--- src/rtl/ram_arbiter_pkg.sv ---
// Shared constants for the RAM arbiter: requester IDs, FSM encoding, default RAM latency.
package ram_arb_pkg;

   localparam int unsigned DEF_RAM_LAT = 1;

   localparam int unsigned REQ_CPU     = 0;
   localparam int unsigned REQ_EXTCALL = 1;

   localparam logic [0:0] ST_IDLE   = 1'b0;
   localparam logic [0:0] ST_LOCKED = 1'b1;

   function automatic int unsigned id_width(input int unsigned n);
      return (n > 1) ? $clog2(n) : 1;
   endfunction

endpackage

--- src/rtl/ram_arbiter_if.sv ---
// Requester-side bus of the RAM arbiter: packed per-requester commands, grants and read returns.
interface ram_arbiter_if #(
   parameter int unsigned NREQ = 2,
   parameter int unsigned AW   = 12,
   parameter int unsigned DW   = 18
);
   logic [NREQ-1:0]    req;
   logic [NREQ-1:0]    req_we;
   logic [NREQ-1:0]    req_lock;
   logic [NREQ*AW-1:0] req_addr;
   logic [NREQ*DW-1:0] req_wdata;
   logic [NREQ-1:0]    gnt;
   logic [NREQ-1:0]    rvalid;
   logic [DW-1:0]      rdata;

   modport master (
      output req, req_we, req_lock, req_addr, req_wdata,
      input  gnt, rvalid, rdata
   );

   modport slave (
      input  req, req_we, req_lock, req_addr, req_wdata,
      output gnt, rvalid, rdata
   );
endinterface

--- src/rtl/ram_arbiter_rr_pick.sv ---
// Combinational round-robin picker: first asserted request at or after ptr, wrapping.
module rr_pick
   import ram_arb_pkg::*;
#(
   parameter int unsigned NREQ = 2,
   parameter int unsigned IW   = id_width(NREQ)
) (
   input  logic [NREQ-1:0] req,
   input  logic [IW-1:0]   ptr,
   output logic [NREQ-1:0] win,
   output logic [IW-1:0]   idx,
   output logic            any
);

   logic [IW-1:0] cand;

   function automatic logic [IW-1:0] wrap(input int unsigned v);
      return IW'(v % NREQ);
   endfunction

   always_comb begin
      win  = '0;
      idx  = '0;
      any  = 1'b0;
      cand = '0;
      for (int unsigned k = 0; k < NREQ; k++) begin
         cand = wrap(32'(ptr) + k);
         if (!any && req[cand]) begin
            win[cand] = 1'b1;
            idx       = cand;
            any       = 1'b1;
         end
      end
   end

endmodule

--- src/rtl/ram_arbiter.sv ---
// Round-robin arbiter sharing one single-port RAM between NREQ requesters, with lockable
// atomic sequences and a fixed-latency read-return pipe steering rvalid to the issuer.
module ram_arbiter
   import ram_arb_pkg::*;
#(
   parameter int unsigned NREQ    = 2,
   parameter int unsigned AW      = 12,
   parameter int unsigned DW      = 18,
   parameter int unsigned RAM_LAT = DEF_RAM_LAT
) (
   input  logic                clk,
   input  logic                rst_n,
   ram_arbiter_if.slave        bus,
   output logic                ram_en,
   output logic                ram_we,
   output logic [AW-1:0]       ram_addr,
   output logic [DW-1:0]       ram_wdata,
   input  logic [DW-1:0]       ram_rdata
);

   localparam int unsigned IW = id_width(NREQ);

   typedef struct packed {
      logic          rd;
      logic [IW-1:0] id;
   } resp_t;

   logic [0:0]      state_q, state_d;
   logic [IW-1:0]   owner_q, owner_d;
   logic [IW-1:0]   ptr_q, ptr_d;
   logic [NREQ-1:0] owner_oh, elig, win;
   logic [IW-1:0]   idx;
   logic            any, granted;
   resp_t           pipe_q [RAM_LAT];

   // While locked only the owner is eligible; the pointer is then irrelevant.
   always_comb begin
      owner_oh          = '0;
      owner_oh[owner_q] = 1'b1;
      elig = (state_q == ST_LOCKED) ? (bus.req & owner_oh) : bus.req;
   end

   rr_pick #(
      .NREQ (NREQ),
      .IW   (IW)
   ) u_pick (
      .req  (elig),
      .ptr  (ptr_q),
      .win  (win),
      .idx  (idx),
      .any  (any)
   );

   // Outputs are forced quiet while reset is held, even with requests pending.
   assign granted   = any & rst_n;
   assign bus.gnt   = win & {NREQ{rst_n}};
   assign ram_en    = granted;
   assign ram_we    = granted & bus.req_we[idx];
   assign ram_addr  = granted ? bus.req_addr[32'(idx)*AW +: AW] : '0;
   assign ram_wdata = granted ? bus.req_wdata[32'(idx)*DW +: DW] : '0;

   always_comb begin
      state_d = state_q;
      owner_d = owner_q;
      ptr_d   = ptr_q;
      if (any) begin
         if (state_q == ST_IDLE) begin
            ptr_d = (idx == IW'(NREQ - 1)) ? '0 : idx + 1'b1;
            if (bus.req_lock[idx]) begin
               state_d = ST_LOCKED;
               owner_d = idx;
            end
         end else if (!bus.req_lock[idx]) begin
            state_d = ST_IDLE;
         end
      end
   end

   always_ff @(posedge clk or negedge rst_n) begin
      if (!rst_n) begin
         state_q <= ST_IDLE;
         owner_q <= '0;
         ptr_q   <= '0;
      end else begin
         state_q <= state_d;
         owner_q <= owner_d;
         ptr_q   <= ptr_d;
      end
   end

   always_ff @(posedge clk or negedge rst_n) begin
      if (!rst_n) begin
         for (int unsigned k = 0; k < RAM_LAT; k++) begin
            pipe_q[k] <= '0;
         end
      end else begin
         pipe_q[0] <= '{rd: any & ~bus.req_we[idx], id: idx};
         for (int unsigned k = 1; k < RAM_LAT; k++) begin
            pipe_q[k] <= pipe_q[k-1];
         end
      end
   end

   always_comb begin
      bus.rvalid = '0;
      if (pipe_q[RAM_LAT-1].rd) begin
         bus.rvalid[pipe_q[RAM_LAT-1].id] = 1'b1;
      end
   end

   assign bus.rdata = ram_rdata;

endmodule
--- src/flat_wrapper.sv ---
// flat-port wrapper written by rule: the top's interface ports become plain ports
module ram_arbiter_flat import ram_arb_pkg::*;
#(
   parameter int unsigned NREQ    = 2,
   parameter int unsigned AW      = 12,
   parameter int unsigned DW      = 18,
   parameter int unsigned RAM_LAT = DEF_RAM_LAT
)
  (clk, rst_n, ram_en, ram_we, ram_addr, ram_wdata, ram_rdata, bus_req, bus_req_we, bus_req_lock, bus_req_addr, bus_req_wdata, bus_gnt, bus_rvalid, bus_rdata);
  ram_arbiter_if #(.NREQ(NREQ), .AW(AW), .DW(DW)) bus_i ();
  input  logic clk;
  input  logic rst_n;
  output logic ram_en;
  output logic ram_we;
  output logic [AW-1:0] ram_addr;
  output logic [DW-1:0] ram_wdata;
  input  logic [DW-1:0] ram_rdata;
  input wire logic [$bits(bus_i.req)-1:0] bus_req;
  input wire logic [$bits(bus_i.req_we)-1:0] bus_req_we;
  input wire logic [$bits(bus_i.req_lock)-1:0] bus_req_lock;
  input wire logic [$bits(bus_i.req_addr)-1:0] bus_req_addr;
  input wire logic [$bits(bus_i.req_wdata)-1:0] bus_req_wdata;
  output wire logic [$bits(bus_i.gnt)-1:0] bus_gnt;
  output wire logic [$bits(bus_i.rvalid)-1:0] bus_rvalid;
  output wire logic [$bits(bus_i.rdata)-1:0] bus_rdata;
  assign bus_i.req = bus_req;
  assign bus_i.req_we = bus_req_we;
  assign bus_i.req_lock = bus_req_lock;
  assign bus_i.req_addr = bus_req_addr;
  assign bus_i.req_wdata = bus_req_wdata;
  assign bus_gnt = bus_i.gnt;
  assign bus_rvalid = bus_i.rvalid;
  assign bus_rdata = bus_i.rdata;
  ram_arbiter #(.NREQ(NREQ), .AW(AW), .DW(DW), .RAM_LAT(RAM_LAT)) u_core (.clk(clk), .rst_n(rst_n), .bus(bus_i), .ram_en(ram_en), .ram_we(ram_we), .ram_addr(ram_addr), .ram_wdata(ram_wdata), .ram_rdata(ram_rdata));
endmodule
--- config.mk ---
export PLATFORM = sky130hd
export DESIGN_NAME = ram_arbiter_flat
export DESIGN_NICKNAME = d
export VERILOG_FILES = /design/src/rtl/ram_arbiter_pkg.sv /design/src/rtl/ram_arbiter_if.sv /design/src/rtl/ram_arbiter_rr_pick.sv /design/src/rtl/ram_arbiter.sv /design/src/flat_wrapper.sv
export SDC_FILE = /design/constraint.sdc
export NUM_CORES = 1
export LEC_CHECK = 0
export CAP_MARGIN = 10
export CELL_PAD_IN_SITES_DETAIL_PLACEMENT = 2
export CELL_PAD_IN_SITES_GLOBAL_PLACEMENT = 2
export CORE_ASPECT_RATIO = 0.75
export CORE_MARGIN = 4
export CORE_UTILIZATION = 14
export CTS_BUF_LIST = sky130_fd_sc_hd__clkbuf_2
export CTS_CLUSTER_DIAMETER = 30
export DETAILED_ROUTE_END_ITERATION = 16
export PLACE_DENSITY_LB_ADDON = 0.1
export SYNTH_ARGS = -nofsm -noshare
export SYNTH_HDL_FRONTEND = slang
export SYNTH_SLANG_ARGS = --single-unit
--- constraint.sdc ---
create_clock -name clk -period 2.2 [get_ports clk]
set_input_delay 0.22 -clock clk [delete_from_list [all_inputs] [get_ports clk]]
set_output_delay 0.22 -clock clk [all_outputs]
set_load 0.1 [all_outputs]
=== Word-level counts from Yosys, hierarchy flattened ===
Index checks and enable logic that the tools add are counted.

* Bits in registers: 5
* Output and inout bits: 54

* $add $sub $neg: 2
* $mul: 2
* Magnitude comparators: 9
* Shift-type cells: 2
* Mux-type cells: 28
* Bitwise logic cells: 8
* Reductions and logical operators: 8

{| class="wikitable"
|+ Operators with widths
! operator !! number
|-
| $shiftx A36 B7 Y18 || 1
|-
| $shiftx A24 B6 Y12 || 1
|-
| $mux W1 || 18
|-
| $mux W18 || 1
|-
| $mux W12 || 1
|-
| $lt A1 B2 Y1 const B || 5
|-
| $mux W2 || 4
|-
| $logic_and A1 B1 Y1 || 5
|-
| $mul A1 B4 Y5 const B || 1
|-
| $and A2 B2 Y2 || 2
|-
| $demux W1 S1 || 4
|-
| $ge A1 B1 Y1 const B || 4
|-
| $and A1 B1 Y1 || 3
|-
| $mul A1 B2 Y3 const B || 1
|-
| $reduce_and A3 Y1 || 1
|-
| $add A1 B1 Y1 const B || 2
|-
| $not A1 Y1 || 2
|-
| $or A2 B2 Y2 || 1
|-
| $reduce_and A2 Y1 || 1
|-
| $logic_not A1 Y1 || 1
|}

=== Longest topological paths before layout ===
Gate-level depths: netlist (run 1).

* Word-level depth: 16
* Depth in mapped cells: 6

=== Cells and area by module ===
From an unflattened synthesis (run 1), not the netlist that was laid out.

* Cells, all modules: 117
* Area, all modules: 924.6 µm²

{| class="wikitable"
|+ Modules (own cells, without submodules)
! module !! times used !! cells each !! area an instance (µm²)
|-
| ram_arbiter || 1 || 112 || 892.1
|-
| rr_pick || 1 || 5 || 32.5
|}

=== Worst setup path before layout (run 1) ===
OpenSTA, ideal clock, no wires.

* Path type: reg2out
* From: register u_core.state_q
* To: output port ram_addr[11]
* Data arrival time: 5.629 ns
* Data required time: 1.980 ns
* Setup slack: -3.649 ns
* Cell stages (with the launch flop): 6
* Path buffers: 2
* Path through: dfrtp_1 -> or3b_1 -> buf_2 -> buf_2 -> nand4_1 -> a2111oi_0

* Cells in the longest elaborated chain, start to end: 10

{| class="wikitable"
|+ Ends and longest elaborated chain
! element !! RTL line !! RTL
|-
| start, declared || ram_arbiter.sv:28 || <nowiki>logic [0:0] state_q, state_d;</nowiki>
|-
| start signal, assigned || ram_arbiter.sv:85 || <nowiki>state_q <= state_d;</nowiki>
|-
| $mux W2 * || ram_arbiter.sv:40 || <nowiki>elig = (state_q == ST_LOCKED) ? (bus.req & owner_oh) : bus.req;</nowiki>
|-
| $mux W1 (implied by the code) (2 in a row) || ram_arbiter_rr_pick.sv:28 || <nowiki>if (!any && req[cand]) begin</nowiki>
|-
| $mux W1 || ram_arbiter_rr_pick.sv:28 ||
|-
| $logic_not A1 Y1 || ram_arbiter_rr_pick.sv:28 ||
|-
| $logic_and A1 B1 Y1 || ram_arbiter_rr_pick.sv:28 ||
|-
| $mux W1 || ram_arbiter_rr_pick.sv:28 ||
|-
| $mul A1 B2 Y3 || ram_arbiter.sv:59 || <nowiki>assign ram_addr = granted ? bus.req_addr[32'(idx)*AW +: AW] : '0;</nowiki>
|-
| $shiftx A24 B6 Y12 || ram_arbiter.sv:59 ||
|-
| $mux W12 * || ram_arbiter.sv:59 ||
|-
| end, declared || flat_wrapper.sv:15 || <nowiki>output logic [AW-1:0] ram_addr;</nowiki>
|}

Every way passes the cells marked *; elsewhere a longest branch is shown, timed or not. The select of a mux whose other input is x is not followed.

=== Worst setup path after layout (run 1) ===
Same ends and word-level chain as after synthesis.

==> results of run 1 <==
==> cell families (layout without fill, tap and decap cells) <==
group / after synthesis / count (layout) / share of synthesized area
AND/OR/NAND/NOR: 47 / 47 / 0.2241
flip-flops: 5 / 5 / 0.09107
AO/OA/AOI/OAI: 70 / 70 / 0.4763
buffers and inverters: 53 / 153 / 0.2086
==> cells in the final DEF (no fill, tap or decap), types with 4 or more instances in the layout <==
cell type	n
nand4_1	31
o31ai_4	5
clkbuf_2	4
o31ai_2	14
buf_4	24
buf_12	47
o31ai_1	12
a2111oi_4	31
clkbuf_16	5
clkdlybuf4s50_1	65
==> power breakdown <==
part	total [mW]	internal [mW]	switching, mW	leakage (nW)
Combinational	3.12	1.25	1.87	1.15
Clock	0.0905	0.0482	0.0423	0.0166
Sequential	0.187	0.130	0.0562	0.0556
Total	3.40	1.43	1.97	1.22
==> state kept, by name, summed over array words and instances (netlist names) <==
signal	flops
u_core.state_q	1
u_core.owner_q	1
u_core.ptr_q	1
u_core.pipe_q	2
==> layer usage <==
metal  wire length (um)  GRT usage  vias to the layer above
met5                  0          0                        -
met4                 95    0.02423                        0
met3                578    0.03793                       20
met2               4129     0.2190                       67
met1               4334     0.2098                     1002
li1                   -          -                      922
==> worst paths after layout <==
path	start	endpoint	slack [ns]
setup reg to reg	u_core.state_q$_DFFE_PN0P_	u_core.state_q$_DFFE_PN0P_	0.37
max in group asynchronous	rst_n	u_core.state_q$_DFFE_PN0P_	1.72
setup / recovery	u_core.state_q$_DFFE_PN0P_	ram_addr[11]	-0.01
min in group clk	ram_rdata[8]	bus_rdata[8]	0.44
hold / removal	rst_n	u_core.owner_q$_DFFE_PN0P_	0.35
hold reg to reg	u_core.owner_q$_DFFE_PN0P_	u_core.owner_q$_DFFE_PN0P_	0.64
==> stage by stage <==
| step | setup TNS (ns) | utilization | instance area [sq um] | worst slack, ns |
|---|---|---|---|---|
| 2_1_floorplan | -7.468 | - | 2063 | -0.3284 |
| 3_3_place_gp | -0.003685 | 0.3695 | 3555 | -0.001985 |
| 3_5_place_dp | -0.01332 | 0.3695 | 3555 | -0.006900 |
| 4_1_cts | -0.1234 | 0.3784 | 3640 | -0.02489 |
| 5_1_grt | -2.524 | 0.4080 | 3925 | -0.1259 |
| 6_report | -0.03467 | 0.4080 | 3925 | -0.01482 |
==> cell type report <==
cell class | count | area (sq um)
clock buffer | 4 | 20.02
fill | 983 | 5694
inverter | 3 | 12.51
multi-input combinational | 117 | 1652
sequential | 5 | 127.6
tap | 132 | 165.2
timing repair buffer | 146 | 1948
==> what timing repair did <==
item	4_1_cts	5_1_grt
setup endpoints to repair	30	31
cloned	0	5
setup buffers	6	6
gates resized for setup	8	18
pin swaps	4	8
==> flow_summary.json, run 1 <==
{
  "status": "finished, violations left",
  "violations": "setup timing",
  "gp_congestion": 0.7244,
  "grt_pass1_wl_um": 13340,
  "diodes": 0,
  "synth_area_leaders": "o31ai_1, nand4_1, a2111oi_1, a2111oi_2, buf_4",
  "async_flop_share": 1.000,
  "finalHoldViolCount": 0,
  "syn_inst": 175,
  "vias": 2011,
  "synth_seq_cells": 5,
  "critPathTopFamily": "buffers and inverters",
  "first_pass_iters": 4,
  "layout_setup_ws_ns": -0.01482,
  "rows": 31,
  "p_per_area_mw_per_mm2": 865.3,
  "cts_root_buffer": "clkbuf_2",
  "synth.top_cell.area_share": 0.1694,
  "drt-initial-drc-count": 48,
  "rsz0062_at_grt": "true",
  "grt_overflow": 0,
  "wl_per_cell_um": 22.45,
  "fin_crit_ns": 2.215,
  "fin_crit_sh": 1.007,
  "drcViolationCount": 0,
  "fin_worst_skew_ns": 0.007850,
  "cp_num_cells": 6,
  "port_buffers": 103,
  "fin_nets": 362,
  "max_freq_mhz": 451.5,
  "synthTopCellsByCount": "nand4_1, o31ai_1, a2111oi_1, buf_4, buf_2",
  "drive_above_1_share": 0.5273,
  "syn_avg_cell_area_sq_um": 7.850,
  "cp_num_buf_inv": 3,
  "cp-start-kind": "register",
  "core_sq_mm": 0.009619,
  "cts_tree": "done",
  "die_w_um": 122.4,
  "antenna_found_initial": 0,
  "io_pins": 140,
  "cts_buffers": 3,
  "path_class": "register to primary output",
  "synth_flop_cell": "dfrtp_1",
  "dieArea_sq_mm": 0.01148,
  "hold_ws_ns": 0.3463,
  "dp.cells": 386,
  "yosysWarnings": 0,
  "stdcell_count": 407,
  "htreeDepth": 1,
  "min_path_type": "primary input to asynchronous set/reset pin",
  "drv_cap": 0,
  "initial_core_util": 0.1428,
  "cts_buffer_depth": 2,
  "cp_max_fo": 7,
  "grt_usage": 0.1455,
  "drt-total-wl_um": 9138,
  "die-height_um": 93.79,
  "leakage_nw": 1.224,
  "synth_nets": 261,
  "yosysUniqueCellTypes": 33,
  "yosysTopAreaCell": "o31ai_1",
  "slew-limit-headroom": 0.7187,
  "area_delta_synth_final_pct": 185.7,
  "clk_pin_slew_ns": 0.07,
  "report.power.total_mw": 3.396,
  "endpoint_kind": "primary output",
  "antenna_left": 0,
  "crit_slowest_cell": "dfrtp_2",
  "path_cells": "nor3b_4 -> buf_6 -> buf_4 -> o31ai_2 -> a2111oi_4 -> buf_12",
  "first_global_vias": 2209,
  "dpl.hpwl_um": 6129,
  "worstSkewPairLatency_ns": 0.23,
  "avgViaCountPerCell": 4.941,
  "worstPathRequired_ns": 1.98,
  "postCtsHoldBufs": 0,
  "setup_viol": 3,
  "netlist_area_sq_mm": 0.001374,
  "clock_sinks": 5,
  "yosysSeqAreaShare": 0.09107,
  "synth_edf_count": 0,
  "slew_violations": 0,
  "ff2ff_path_depth": 4,
  "worst_pin_slew_ns": 0.4183,
  "grt_max_degree": 35,
  "vdd_drop_max_uv": 423.5,
  "slowest_delay_ns": 0.47,
  "arrival_ns": 1.99
}
Note: power is estimated with default switching activity, not from simulation.
==> run 2, diff against run 1 <==
--- a/config.mk
+++ b/config.mk
@@ -14,6 +14,7 @@
 export CTS_BUF_LIST = sky130_fd_sc_hd__clkbuf_2
 export CTS_CLUSTER_DIAMETER = 30
 export DETAILED_ROUTE_END_ITERATION = 16
+export GPL_TIMING_DRIVEN = 0
 export PLACE_DENSITY_LB_ADDON = 0.1
 export SYNTH_ARGS = -nofsm -noshare
 export SYNTH_HDL_FRONTEND = slang
==> run 2 against run 1 <==
  * The flow now finishes without violations
  * First-iteration DRC count grew 13%
  * Final area down 4.0%
  * Final cell count rose by 8.6%
  * Critical path depth unchanged
  * Clock skew shrank 0.0045 ns
  * Maximum frequency up 0.86%
  * Highest routed layer unchanged
  * Clock power decreased by 2.5%
  * Non-clock buffer count up 35
  * Critical path type unchanged
  * Sequential share of layout area is 0.17 points higher
  * Routed wire length is 3.5% lower
  * Combinational power down 6%
  * Worst hold slack improved by 0.11 ns
==> flow_summary.json, run 2 (same netlist as run 1, synthesis figures left out) <==
{
  "status": "finished, final reports clean",
  "fin_nets": 397,
  "drt-initial-drc-count": 54,
  "grt_pass1_wl_um": 13510,
  "worstSkewPairLatency_ns": 0.23,
  "stdcell_count": 442,
  "worstPathRequired_ns": 1.98,
  "drv_cap": 0,
  "largest_reg_flops": 2,
  "crit_slowest_cell": "dfrtp_2",
  "path_cells": "nor3b_4 -> buf_12 -> buf_12 -> o31ai_2 -> a2111oi_4 -> buf_6",
  "cts_root_buffer": "clkbuf_2",
  "layout_setup_ws_ns": 0.003973,
  "core_sq_mm": 0.009619,
  "dpl.hpwl_um": 6619,
  "slew_violations": 0,
  "report.power.total_mw": 3.200,
  "drcViolationCount": 0,
  "grt_usage": 0.1483,
  "p_per_area_mw_per_mm2": 849.1,
  "fin_crit_ns": 2.196,
  "port_buffers": 120,
  "antenna_left": 0,
  "cp-start-kind": "register",
  "setup_viol": 0,
  "first_global_vias": 2388,
  "finalHoldViolCount": 0,
  "worst_pin_slew_ns": 0.9994,
  "leakage_nw": 1.222,
  "nFillCells": 1036,
  "gp_congestion": 0.7053,
  "vias": 2145,
  "cp_max_fo": 10,
  "cp_common_cell": "buf_12",
  "antenna_found_initial": 0,
  "rows": 31,
  "dieArea_sq_mm": 0.01148,
  "die-height_um": 93.79,
  "cts_buffer_depth": 2,
  "vdd_drop_max_uv": 267.9,
  "clk_pin_slew_ns": 0.05,
  "hold_ws_ns": 0.4583,
  "grt_overflow": 0,
  "diodes": 0,
  "arrival_ns": 1.98,
  "place_ws_ns": -1.500,
  "grt_max_degree": 11,
  "fin_crit_sh": 0.9982,
  "initial_core_util": 0.1428,
  "min_path_type": "primary input to register",
  "dp.cells": 427,
  "layout_common_cells": "clkdlybuf4s50_1, buf_6, nand4_1, a2111oi_4, buf_4",
  "largest_register": "u_core.pipe_q",
  "area_delta_synth_final_pct": 174.3,
  "utilization": 0.3918,
  "fin_worst_skew_ns": 0.003304,
  "max_freq_mhz": 455.4,
  "rsz0062_at_grt": "true",
  "clock_sinks": 5,
  "first_pass_iters": 4,
  "htreeDepth": 1,
  "cts_tree": "done",
  "die_w_um": 122.4,
  "slowest_delay_ns": 0.46,
  "wl_per_cell_um": 19.95,
  "avgViaCountPerCell": 4.853,
  "drt-total-wl_um": 8819,
  "io_pins": 140,
  "drive_above_1_share": 0.4871,
  "cts_buffers": 3,
  "final_common_cell": "clkdlybuf4s50_1",
  "endpoint_kind": "primary output",
  "path_class": "register to primary output",
  "slew-limit-headroom": 0.3317
}
-- run 2: cell count changes in the layout (fill, tap and decap cells not counted), sizes merged, moves of 2 or more --
cell,before,now
clkbuf,9,19
clkdlybuf4s15,0,2
buf,74,78
clkdlybuf4s50,65,84
-- run 2: final timing paths --
kind	startpoint	end	slack, ns	cells after the start
max	u_core.state_q$_DFFE_PN0P_	ram_wdata[4]	0.004	6
min	bus_req[1]	u_core.state_q$_DFFE_PN0P_	0.46	3
max reg2reg	u_core.state_q$_DFFE_PN0P_	u_core.state_q$_DFFE_PN0P_	0.52	4
min reg2reg	u_core.owner_q$_DFFE_PN0P_	u_core.owner_q$_DFFE_PN0P_	0.59	1
max in group asynchronous	rst_n	u_core.state_q$_DFFE_PN0P_	1.38	2
min in group asynchronous	rst_n	u_core.owner_q$_DFFE_PN0P_	0.60	2
-- run 2: critical path, delay by kind of cell, from the launching register on --
family / cells / cell delay [ns]
AND/OR/NAND/NOR: 1 / 0.23
buffers and inverters: 3 / 0.58
AO/OA/AOI/OAI: 2 / 0.48
flip-flops: 1 / 0.46
-- run 2: through the flow --
stage	TNS [ns]	cell area [sq um]
after floorplan	-7.468	2063
after global placement	-46.16	3430
after detailed placement	-47.00	3430
after CTS	-0.07869	3647
after global routing	-2.415	3769
final	0	3769
-- run 2: area by class of cell --
type	instances	area, sq um	area share
clock buffers	4	20.02	0.005312
inverters	3	15.01	0.003984
multi-input cells	117	1599	0.4243
repair buffers	131	1333	0.3536
well taps	132	165.2	0.04382
plain buffers	50	508.0	0.1348
flip-flops and latches	5	128.9	0.03420
-- run 2: report_power, final --
part | switching [mW] | total [mW] | internal, mW
Clock | 0.0401 | 0.0882 | 0.0481
Sequential | 0.0494 | 0.182 | 0.132
Combinational | 1.91 | 2.93 | 1.02
Total | 2.00 | 3.20 | 1.20
-- run 2: metal layers --
layer	global-route usage	vias up	routed length (um)	share of wire
met2	0.2433	89	4084	0.46
li1	-	992	-	-
met4	0.01398	0	27	0.0031
met5	0	-	0	0
met1	0.2015	1060	4013	0.46
met3	0.03974	4	695	0.079
-- run 2: repair_timing --
action / 4_1_cts / 5_1_grt
resized for setup: 259 / 26
setup buffers: 7 / 3
endpoints found under the hold margin: 5 / 0
pin swaps: 7 / 25
endpoints found under the setup margin: 34 / 31
hold buffers: 1 / 0
==> run 3, diff against run 2 <==
--- a/config.mk
+++ b/config.mk
@@ -5,7 +5,7 @@
 export SDC_FILE = /design/constraint.sdc
 export NUM_CORES = 1
 export LEC_CHECK = 0
-export CAP_MARGIN = 10
+export CAP_MARGIN = 20
 export CELL_PAD_IN_SITES_DETAIL_PLACEMENT = 2
 export CELL_PAD_IN_SITES_GLOBAL_PLACEMENT = 2
 export CORE_ASPECT_RATIO = 0.75
@@ -13,6 +13,7 @@
 export CORE_UTILIZATION = 14
 export CTS_BUF_LIST = sky130_fd_sc_hd__clkbuf_2
 export CTS_CLUSTER_DIAMETER = 30
+export CTS_CLUSTER_SIZE = 24
 export DETAILED_ROUTE_END_ITERATION = 16
 export GPL_TIMING_DRIVEN = 0
 export PLACE_DENSITY_LB_ADDON = 0.1
==> run 3 against run 2 <==
  * The flow now finishes with violations (setup timing)
  * Flip-flop and latch count unchanged
  * Critical path depth unchanged
  * First-iteration DRC count up 48%
  * Count of clock-buffer cells in the layout unchanged
  * Utilization up 1.2 points
  * Worst hold slack worse by 0.0083 ns
  * Final cell count up 2.0%
  * Non-clock buffer count up 9
  * Worst setup slack worse by 0.017 ns
  * Combinational power up 2%
  * Global-route usage up 0.089 points
  * Sequential share of layout area down 0.13 points
==> flow_summary.json, run 3 (same netlist as run 1, synthesis figures left out) <==
{
  "status": "finished, violations left",
  "violations": "setup timing",
  "layout_common_cells": "clkdlybuf4s50_1, buf_6, buf_4",
  "fin_nets": 406,
  "slowest_delay_ns": 0.45,
  "wl_per_cell_um": 20.04,
  "worstHoldStart": "bus_req[1]",
  "path_cells": "or3b_1 -> buf_6 -> buf_8 -> nand4_1 -> a2111oi_4 -> buf_6",
  "reg2reg_to": "u_core.state_q$_DFFE_PN0P_",
  "rrSetupSlack_ns": 0.37,
  "cts_buffer_depth": 2,
  "final_common_cell": "clkdlybuf4s50_1",
  "setup_viol": 1,
  "cp_common_cell": "buf_6",
  "io_pins": 140,
  "die_w_um": 122.4,
  "cp-start-kind": "register",
  "drive_above_1_share": 0.4859,
  "vias": 2178,
  "clock_sinks": 5,
  "drcViolationCount": 0,
  "dpl.hpwl_um": 6782,
  "worst_pin_slew_ns": 0.9987,
  "finalHoldViolCount": 0,
  "p_per_area_mw_per_mm2": 843.2,
  "vdd_drop_max_uv": 285.8,
  "min_path_type": "primary input to register",
  "grt_max_degree": 11,
  "design_area_sq_mm": 0.003880,
  "area_delta_synth_final_pct": 182.4,
  "initial_core_util": 0.1428,
  "hold_path_depth": 3,
  "diodes": 0,
  "crit_slowest_cell": "dfrtp_2",
  "avgViaCountPerCell": 4.829,
  "cp_num_buf_inv": 3,
  "layout_setup_ws_ns": -0.01281,
  "arrival_ns": 1.99,
  "largest_register": "u_core.pipe_q",
  "leakage_nw": 1.284,
  "rsz0062_at_grt": "true",
  "cts_tree": "done",
  "cp_max_fo": 10,
  "dieArea_sq_mm": 0.01148,
  "largest_reg_flops": 2,
  "port_buffers": 120,
  "grt_usage": 0.1492,
  "slew_violations": 0,
  "path_class": "register to primary output",
  "htreeDepth": 1,
  "cts_buffers": 3,
  "grt_overflow": 0,
  "placed_area_sq_mm": 0.003475,
  "clk_pin_slew_ns": 0.05,
  "critPathTopFamily": "buffers and inverters",
  "gp_congestion": 0.7053,
  "drt-initial-drc-count": 80,
  "max_freq_mhz": 451.9,
  "worstPathRequired_ns": 1.98,
  "cts_root_buffer": "clkbuf_2",
  "fin_crit_sh": 1.006,
  "drv_cap": 0,
  "fin_worst_skew_ns": 0.006154,
  "antenna_left": 0,
  "rows": 31,
  "fin_crit_ns": 2.213,
  "ff2ff_path_depth": 5,
  "first_pass_iters": 6,
  "first_global_vias": 2391,
  "slew-limit-headroom": 0.3321,
  "drt-total-wl_um": 9040,
  "grt_pass1_wl_um": 13760,
  "core_sq_mm": 0.009619,
  "regToRegStartpoint": "u_core.state_q$_DFFE_PN0P_",
  "antenna_found_initial": 0,
  "holdPathEnd": "u_core.state_q$_DFFE_PN0P_",
  "utilization": 0.4034,
  "die-height_um": 93.79,
  "endpoint_kind": "primary output",
  "worstSkewPairLatency_ns": 0.23
}
[run 3: cell types whose count changed in the layout (fill, tap and decap cells not counted), sizes merged]
| cell | delta |
|---|---|
| buf | +9 |
[run 3: worst max path at each step]
stage | from | end | slack [ns] | cells after the start
after floorplan | u_core.state_q$_DFFE_PN0P_ | ram_wdata[0] | -0.33 | 4
after global placement | rst_n | ram_addr[9] | -1.45 | 5
after global routing | u_core.state_q$_DFFE_PN0P_ | ram_wdata[16] | -0.13 | 6
after detailed placement | bus_req[0] | ram_wdata[7] | -1.44 | 6
final | u_core.state_q$_DFFE_PN0P_ | ram_wdata[7] | -0.01 | 6
after CTS | u_core.state_q$_DFFE_PN0P_ | ram_wdata[4] | -0.04 | 6
[run 3: where the power goes]
group	internal (mW)	total, mW	switching, mW
registers	0.130	0.182	0.0514
logic	1.08	3.00	1.92
clock network	0.0481	0.0881	0.0400
[run 3: what timing repair did]
action	in CTS	in global routing
hold buffers	1	0
endpoints found under the setup margin	34	31
buffers inserted	5	9
resized for setup	261	22
endpoints found under the hold margin	5	0
gates cloned	0	2
pin swaps	9	19
[run 3: per-layer routing]
layer / up-vias / share of wire / global-route usage
li1: 1013 / - / -
met1: 1066 / 0.44 / 0.1986
met2: 95 / 0.47 / 0.2437
met3: 4 / 0.091 / 0.04636
met4: 0 / 0.0043 / 0.01678
met5: - / 0 / 0
[run 3: worst reg2reg max path, delay by kind of cell, from the launching register on]
family | cells | cell delay [ns]
and+or+nand+nor | 2 | 0.60
DFF | 1 | 0.46
AOI/OAI and AO/OA | 1 | 0.36
buffers and inverters | 2 | 0.30
[run 3: area by class of cell]
type	count	area, sq um
plain buffers	50	511.7
multi-input cells	117	1598
fillers	1025	5739
repair buffers	140	1443
flip-flops and latches	5	127.6
well taps	132	165.2
clock buffers	4	20.02
inverters	3	15.01
[run 3: through the flow]
step | total power, mW | hold slack [ns] | std cells | TNS [ns] | worst slack, ns
floorplan | 2.230 | -0.07559 | 175 | -7.468 | -0.3284
global placement | 2.811 | 0.4965 | 427 | -46.16 | -1.452
detailed placement | 2.846 | 0.5025 | 430 | -43.03 | -1.439
CTS | 3.124 | 0.4333 | 440 | -0.3740 | -0.04353
global route | 3.436 | 0.4435 | 451 | -2.878 | -0.1266
finish | 3.272 | 0.4500 | 451 | -0.01281 | -0.01281
